### config.mk
export PLATFORM = sky130hd
export DESIGN_NAME = add_num_sum_stage
export DESIGN_NICKNAME = d
export VERILOG_FILES = /design/src/rtl/add_num_pkg.sv /design/src/rtl/add_num_res_fifo.sv /design/src/rtl/add_num_sum_stage.sv
export SDC_FILE = /design/constraint.sdc
export NUM_CORES = 2
export LEC_CHECK = 0
export CORE_AREA = 2 2 416 418
export DETAILED_ROUTE_END_ITERATION = 8
export DIE_AREA = 0 0 418 420
export MAX_ROUTING_LAYER = met4
export SLEW_MARGIN = 5
export SYNTH_ARGS = -nofsm -noshare
export SYNTH_HDL_FRONTEND = slang
export SYNTH_SLANG_ARGS = --single-unit
### constraint.sdc
create_clock -name clk -period 16.25 [get_ports clk]
set_input_delay 2.4375 -clock clk [delete_from_list [all_inputs] [get_ports clk]]
set_output_delay 2.4375 -clock clk [all_outputs]
set_load 0.03 [all_outputs]
### src/rtl/add_num_pkg.sv
// Shared types and constants for the add-num summing stage.
// Lane geometry, operand-pair and result-entry bundles.
package add_num_pkg;

    localparam int LANES  = 8;
    localparam int LANE_W = 64;
    localparam int OP_MAX = 32;
    localparam int SUM_W  = OP_MAX + 1;

    // One lane's operand pair, sized for the widest legal W.
    typedef struct packed {
        logic [OP_MAX-1:0] b;
        logic [OP_MAX-1:0] a;
    } op_pair_t;

    // One queued result line: eight sums plus their carry/clamp flags.
    typedef struct packed {
        logic [LANES-1:0][SUM_W-1:0] sum;
        logic [LANES-1:0]            carry;
    } res_entry_t;

    // Mask of the low w bits, held in a sum-wide vector.
    function automatic logic [SUM_W-1:0] op_mask(input int w);
        return (SUM_W'(1) << w) - SUM_W'(1);
    endfunction

endpackage

### src/rtl/add_num_res_fifo.sv
// Result FIFO for the add-num summing stage.
// Registered storage, no bypass; a pop frees a slot for a same-cycle push.
module add_num_res_fifo
    import add_num_pkg::*;
#(
    parameter int WIDTH = 8,
    parameter int DEPTH = 4
) (
    input  logic                     clk,
    input  logic                     reset_n,
    input  logic                     push,
    input  logic [WIDTH-1:0]         push_data,
    input  logic                     pop,
    output logic [WIDTH-1:0]         pop_data,
    output logic                     empty,
    output logic                     full,
    output logic [$clog2(DEPTH):0]   count
);

    localparam int AW = $clog2(DEPTH);

    logic [WIDTH-1:0] mem [DEPTH];
    logic [AW-1:0]    wr_ptr;
    logic [AW-1:0]    rd_ptr;
    logic             do_push;
    logic             do_pop;

    assign empty    = (count == '0);
    assign full     = (count == (AW+1)'(DEPTH));
    assign do_pop   = pop && !empty;
    assign do_push  = push && (!full || do_pop);
    assign pop_data = mem[rd_ptr];

    // Pointer and occupancy tracking; pointers wrap modulo DEPTH.
    always_ff @(posedge clk) begin
        if (!reset_n) begin
            wr_ptr <= '0;
            rd_ptr <= '0;
            count  <= '0;
        end else begin
            if (do_push) wr_ptr <= wr_ptr + AW'(1);
            if (do_pop)  rd_ptr <= rd_ptr + AW'(1);
            unique case ({do_push, do_pop})
                2'b10:   count <= count + (AW+1)'(1);
                2'b01:   count <= count - (AW+1)'(1);
                default: count <= count;
            endcase
        end
    end

    // Entry storage; contents need no reset.
    always_ff @(posedge clk) begin
        if (do_push) mem[wr_ptr] <= push_data;
    end

endmodule

### src/rtl/add_num_sum_stage.sv
// Two-stage eight-lane adder feeding a result FIFO.
// Define ADD_NUM_SUM_SAT_EN to clamp sums at 2^W-1 instead of wrapping.
module add_num_sum_stage
    import add_num_pkg::*;
#(
    parameter int W     = 32,
    parameter int DEPTH = 4
) (
    input  logic                      clk,
    input  logic                      reset_n,
    input  logic                      rsp_valid,
    input  logic [LANES*LANE_W-1:0]   rsp_data,
    output logic                      rsp_alm_full,
    output logic                      res_valid,
    input  logic                      res_ready,
    output logic [LANES*LANE_W-1:0]   res_data,
    output logic [LANES-1:0]          res_carry,
    output logic                      drop_err,
    output logic [31:0]               line_cnt
);

    localparam logic [SUM_W-1:0]  SUM_MASK = op_mask(W);
    localparam logic [OP_MAX-1:0] OP_MASK  = SUM_MASK[OP_MAX-1:0];
    localparam int                CW       = $clog2(DEPTH) + 2;

    logic                        s1_valid;
    op_pair_t [LANES-1:0]        s1_ops;
    logic [LANES-1:0][SUM_W-1:0] sum_next;
    logic [LANES-1:0]            carry_next;
    res_entry_t                  entry_next;
    logic                        s2_valid;
    res_entry_t                  s2_entry;
    res_entry_t                  head;
    logic [$bits(res_entry_t)-1:0] head_bits;
    logic                        fifo_empty;
    logic                        fifo_full;
    logic [$clog2(DEPTH):0]      fifo_count;
    logic                        pop;
    logic [CW-1:0]               pending;
    logic                        unused_bits;

    // Upper lane bits are don't-care by design.
    assign unused_bits = ^rsp_data;

    // Stage 1: capture masked operand pairs; only the valid is reset.
    always_ff @(posedge clk) begin
        if (!reset_n) s1_valid <= 1'b0;
        else          s1_valid <= rsp_valid;
        for (int i = 0; i < LANES; i++) begin
            s1_ops[i].a <= rsp_data[LANE_W*i +: OP_MAX] & OP_MASK;
            s1_ops[i].b <= rsp_data[LANE_W*i+OP_MAX +: OP_MAX] & OP_MASK;
        end
    end

    for (genvar g = 0; g < LANES; g++) begin : g_lane
        logic [SUM_W-1:0] raw;
        assign raw = {1'b0, s1_ops[g].a} + {1'b0, s1_ops[g].b};
`ifdef ADD_NUM_SUM_SAT_EN
        assign sum_next[g]   = raw[W] ? SUM_MASK : raw;
        assign carry_next[g] = raw[W];
`else
        assign sum_next[g]   = raw;
        assign carry_next[g] = raw[W];
`endif
    end

    assign entry_next.sum   = sum_next;
    assign entry_next.carry = carry_next;

    // Stage 2: register the sums; this register feeds the FIFO write port.
    always_ff @(posedge clk) begin
        if (!reset_n) s2_valid <= 1'b0;
        else          s2_valid <= s1_valid;
        s2_entry <= entry_next;
    end

    assign pop = res_valid && res_ready;

    add_num_res_fifo #(
        .WIDTH ($bits(res_entry_t)),
        .DEPTH (DEPTH)
    ) u_fifo (
        .clk       (clk),
        .reset_n   (reset_n),
        .push      (s2_valid),
        .push_data (s2_entry),
        .pop       (pop),
        .pop_data  (head_bits),
        .empty     (fifo_empty),
        .full      (fifo_full),
        .count     (fifo_count)
    );

    assign head      = head_bits;
    assign res_valid = !fifo_empty;
    assign res_carry = head.carry;

    // Zero-extend each W+1-bit sum into its 64-bit result lane.
    always_comb begin
        res_data = '0;
        for (int i = 0; i < LANES; i++) begin
            res_data[LANE_W*i +: LANE_W] = {{(LANE_W-SUM_W){1'b0}}, head.sum[i]};
        end
    end

    assign pending = CW'(fifo_count) + CW'(s1_valid) + CW'(s2_valid);

    // Almost-full counts queued lines plus both in-flight stages.
    always_ff @(posedge clk) begin
        if (!reset_n) rsp_alm_full <= 1'b0;
        else          rsp_alm_full <= (pending >= CW'(DEPTH - 1));
    end

    // Sticky overflow flag: a line reached a full FIFO with no pop.
    always_ff @(posedge clk) begin
        if (!reset_n)                             drop_err <= 1'b0;
        else if (s2_valid && fifo_full && !pop)   drop_err <= 1'b1;
    end

    // Count of popped result lines, wrapping at 2^32.
    always_ff @(posedge clk) begin
        if (!reset_n) line_cnt <= '0;
        else if (pop) line_cnt <= line_cnt + 32'd1;
    end

endmodule

---- Yosys cells after proc, flatten, opt, wreduce, memory -nomap -nowiden ----
Memory sizes are Yosys's and may differ from the RTL's. A register that Yosys moved wholly into a read port is not among the register bits.
Index checks and enable logic that the tools add are counted.
W data, S select, Z words.
word-level totals
  bits in latches ......................... 0
  ROM bits ................................ 0
  memories ................................ 1
  RAM bits ................................ 1088
  bits in registers ....................... 827
  output and inout port bits .............. 555
memories
  memory      words  bits a word  rd ports  clocked after Yosys merged registers in  write ports  RTL line                text
  u_fifo.mem  4      272          1         1                                        1            add_num_res_fifo.sv:22  logic [WIDTH-1:0] mem [DEPTH];
operators by class
  bitwise gates (word level) .............. 0
  $mul .................................... 0
  reduce and logical (&&, ||, !) cells .... 11
  shifts and indexed selects .............. 0
  equality and inequality tests ........... 3
  mux-type cells .......................... 5
  add/sub/neg operators ................... 15
  divide/modulo/power cells ............... 0
  $lt $le $gt $ge ......................... 1
operators by type and width
  cell                     count
  $add A32 B32 Y33         8
  $add A32 B1 Y32 const B  1
  $pmux W3 S2              1
  $logic_and A1 B1 Y1      5
  $add A2 B1 Y2 const B    2
  $add A3 B1 Y4            1
  $add A4 B1 Y4            1
  $ge A4 B2 Y1 const B     1
  $mux W2                  2
  $add A3 B1 Y3 const B    1
  $eq A3 B3 Y1 const B     1
  $logic_not A1 Y1         3
  $logic_not A3 Y1         1
  $sub A3 B1 Y3 const B    1
  $eq A2 B1 Y1 const B     1
  $eq A2 B2 Y1 const B     1
  $mux W1                  2
  $reduce_bool A2 Y1       1
  $logic_or A1 B1 Y1       1

---- Depth between registers and ports, before layout ----
  depth in word-level cells ............... 8
  depth in mapped cells ................... 11
  depth with buffers taken out ............ 11

---- Hierarchy ----
Synthesis repeated with hierarchy kept, for this count alone.
unflattened totals
  cell total of the unflattened synthesis .. 4424
  area, all modules ....................... 71378.5 µm²
by module, submodules not included
  module             seq. area each (µm²)  cells each  area each (µm²)  instances
  add_num_res_fifo   32851.5               1480        39660.5          1
  add_num_sum_stage  16255.6               2944        31717.9          1

---- Least setup slack after synthesis ----
No wires, ideal clock.
  path type ............................... input to register
  start point ............................. input res_ready
  end point ............................... memory u_fifo.mem[0][100] in the netlist's numbering (enable)
  library setup time ...................... 0.659 ns
  stages .................................. 4
  arrival ................................. 8.849 ns
  required time ........................... 15.591 ns
  setup slack ............................. 6.742 ns
  path through ............................ nor4b_1 -> nor2b_1 -> clkbuf_1 -> and2_1
on the way
  longest elaborated chain between the ends .. 6
ends and longest elaborated chain
  element                        RTL line                 text
  start: declaration             add_num_sum_stage.sv:15  input logic res_ready,
  $logic_and A1 B1 Y1            add_num_sum_stage.sv:77  assign pop = res_valid && res_ready;
  $logic_and A1 B1 Y1            add_num_res_fifo.sv:30   assign do_pop = pop && !empty;
  $logic_or A1 B1 Y1             add_num_res_fifo.sv:31   assign do_push = push && (!full || do_pop);
  $logic_and A1 B1 Y1            add_num_res_fifo.sv:31
  $mux W1                        add_num_res_fifo.sv:53   if (do_push) mem[wr_ptr] <= push_data;
  $mux W1 (not written as such)  add_num_res_fifo.sv:53
  end: declaration               add_num_res_fifo.sv:22
No other way between the ends.

==> results_dict.tcl <==
set metrics [dict create \
    status "completed" \
    nets 6044 \
    max-cap-violations 0 \
    synth.cell_area_um2 69800 \
    routed_wl_mm 185 \
    fin_crit_ns 7.11 \
    first_iter_violations 2480 \
    powerDensity_nw_per_um2 141 \
    cts_inserted_buffers 193 \
    muxShareOfSynthArea_pct 8.55 \
    cp_slowest_cell "dfxtp_4" \
    syn_to_final_growth_pct 24.0 \
    synth-seq-area-share_pct 69.0 \
    syn_avg_cell_area_um2 16.1 \
    clockPowerShare_pct 36.7 \
    timing.fmax_mhz 141 \
    io_buffers 822 \
    ys_types 75 \
    grt_pass1_vias 39100 \
    synthCells 4325 \
    cpMostUsedCell "buf_4" \
    cts-root-buf "clkbuf_16" \
    antenna_found_initial 140 \
    rsz0062_at_grt "no" \
    synthSimpleGateAreaFrac_pct 3.91 \
    die_height_um 420 \
    synthTopCellsByArea "edfxtp_1 (45%), dfxtp_1 (24%), mux4_2 (8.5%)" \
    wl_per_cell_um 23.7 \
    drc_errors 0 \
    seqPwrFrac_pct 46.4 \
    ys.flop_type "edfxtp_1" \
    num_vias 38900 \
    die-width_um 418 \
    synth-compound-area-share_pct 6.78 \
    yosys.area_share.xor_xnor_pct 3.18 \
    numPlacedInstances 7293 \
    grt_max_degree 119 \
    power.switching_uw 3230 \
    sw_frac_of_total_pct 26.5 \
    hold_ws_ns 0.447 \
    cp_top_family "buffers and inverters" \
    gp_congestion 0.893 \
    die-area_um2 176000 \
    critical_path_class "reg -> out" \
    cts_htree_levels 4 \
    hold_viol_final 0 \
    yosysMostFrequentCell "edfxtp_1" \
    cts_resized 0 \
    netlist.area_leader.share_pct 45.5 \
    cp_data_arrival_time_ns 4.67 \
    synth_seq_cells 1877 \
    path_max_fanout 69 \
    hold_buffers 0 \
    drive_gt1_share_pct 11.5 \
    slowest_delay_ns 0.99 \
    clkSinkCount 1877 \
    worst_hold_path_type "reg -> reg" \
    vdd_drop_max_mv 0.103 \
    cp-end-kind "output pin" \
    slew_viol_final 0 \
    synthAdderAreaFrac_pct 5.00 \
    crit_buf_inv 3 \
    path_clk_slew_ns 0.06 \
    worst_pin_slew_ns 1.05 \
    viasPerCell 5.01 \
    synth.largest_area_cell "edfxtp_1" \
    overflow 0 \
    grt_pass1_wl_mm 259 \
    setup_viol 0 \
    coreArea_um2 171000 \
    row_count 152 \
    gr-usage-all-layers_pct 21.1 \
    final_cells 7780 \
    drtAntennaViolNets 0 \
    p_leak_uw 0.0316 \
    io_pins 1071 \
    yosys_warnings 0 \
    cts_buffer_depth 3 \
    post-route-period-util_pct 43.8 \
    skew_ns 0.0254 \
    post_cts_buffers 0 \
    p_comb_share_pct 16.9 \
    synth_edf_count 1056 \
    crit_path_cell_trace "buf_4 -> buf_4 -> mux4_2 -> clkdlybuf4s50_1" \
    initial_utilization_pct 40.8 \
    dp_hpwl_mm 137 \
    tns_ns 0 \
    relSlewSlack_pct 30.2 \
    startpoint_type "flip-flop" \
    p_int_uw 8960 \
    cts_tree "done" \
    synth_top_family_by_area "multiplexers" \
    synthArstFlopShare_pct 0 \
    firstDrtPassIters 6 \
    clk_latency_ns 0.83 \
    synthTopCellsByCount "edfxtp_1 (1056), dfxtp_1 (821), mux4_2 (264)" \
    required_ns 13.81 \
]
-- cells in the final DEF (no fill, tap or decap), types with 110 or more instances in the layout --
master / count
xnor2_1: 148
a21oi_1: 197
conb_1: 248
nor2_1: 122
diode_2: 122
edfxtp_1: 1056
clkdlybuf4s50_1: 822
nand2_1: 131
a21o_1: 145
dfxtp_1: 819
ha_1: 263
o21ai_0: 110
mux4_2: 264
clkbuf_16: 195
-- cell families (layout without fill, tap and decap cells) --
group | after synthesis | in the layout
buf+inv | 402 | 1255
compound gates | 709 | 709
xor+xnor | 253 | 253
fa+ha+maj | 273 | 273
other cells | 1 | 370
flops | 1877 | 1877
simple gates | 544 | 544
mux | 266 | 266
-- flip-flops by register name (all words and copies together) (netlist names), named ones only --
name,flops
s1_ops,512
drop_err,1
u_fifo.wr_ptr,2
u_fifo.count,3
u_fifo.mem,1056
s2_entry,264
s2_valid,1
u_fifo.rd_ptr,2
s1_valid,1
line_cnt,32
rsp_alm_full,1
-- final cells by class --
| type | count | area (um2) |
|---|---|---|
| flip-flops and latches | 1877 | 48200 |
| fillers | 14300 | 84500 |
| well taps | 2233 | 2790 |
| diodes | 122 | 305 |
| repair buffers | 846 | 8470 |
| clock inverters | 101 | 1120 |
| multi-input cells | 2293 | 20100 |
| clock buffers | 264 | 5420 |
| inverters | 44 | 165 |
-- final timing paths --
| path | from | to | slack (ns) | cells after the start |
|---|---|---|---|---|
| max | flip-flop | res_data[32] | 9.14 | 4 |
| min | s1_ops[480] | s2_entry[239] | 0.45 | 1 |
| max reg2reg | u_fifo.count[0] | u_fifo.mem[0][199] | 12.32 | 5 |
| min reg2reg | s1_ops[480] | s2_entry[239] | 0.45 | 1 |
-- power by group through the flow --
stage	Sequential, uW	Combinational, uW	Clock, uW
final	5660	2060	4470
after floorplan	5640	1410	0
after detailed placement	5770	2080	0
after CTS	5660	2090	4570
after global placement	5750	2080	0
after global routing	5690	2190	4780
-- per-stage QoR --
| step | util, % | power (uW) | area [um2] | setup WS (ns) |
|---|---|---|---|---|
| 6_report | 50.6 | 12200 | 86500 | 9.14 |
| 2_1_floorplan | - | 7040 | 70700 | 6.74 |
| 4_1_cts | 50.4 | 12300 | 86200 | 8.98 |
| 3_5_place_dp | 46.6 | 7850 | 79700 | 9.80 |
| 5_1_grt | 50.6 | 12700 | 86500 | 8.82 |
| 3_3_place_gp | 46.6 | 7830 | 79700 | 9.86 |
-- routing by layer --
metal	vias up	global-route usage, %	wire (um)
li1	18000	-	-
met1	19100	21.4	65100
met2	1306	35.4	96800
met3	557	3.77	7720
met4	0	18.2	15100
met5	-	-	0
(Power assumes the default switching activity.)
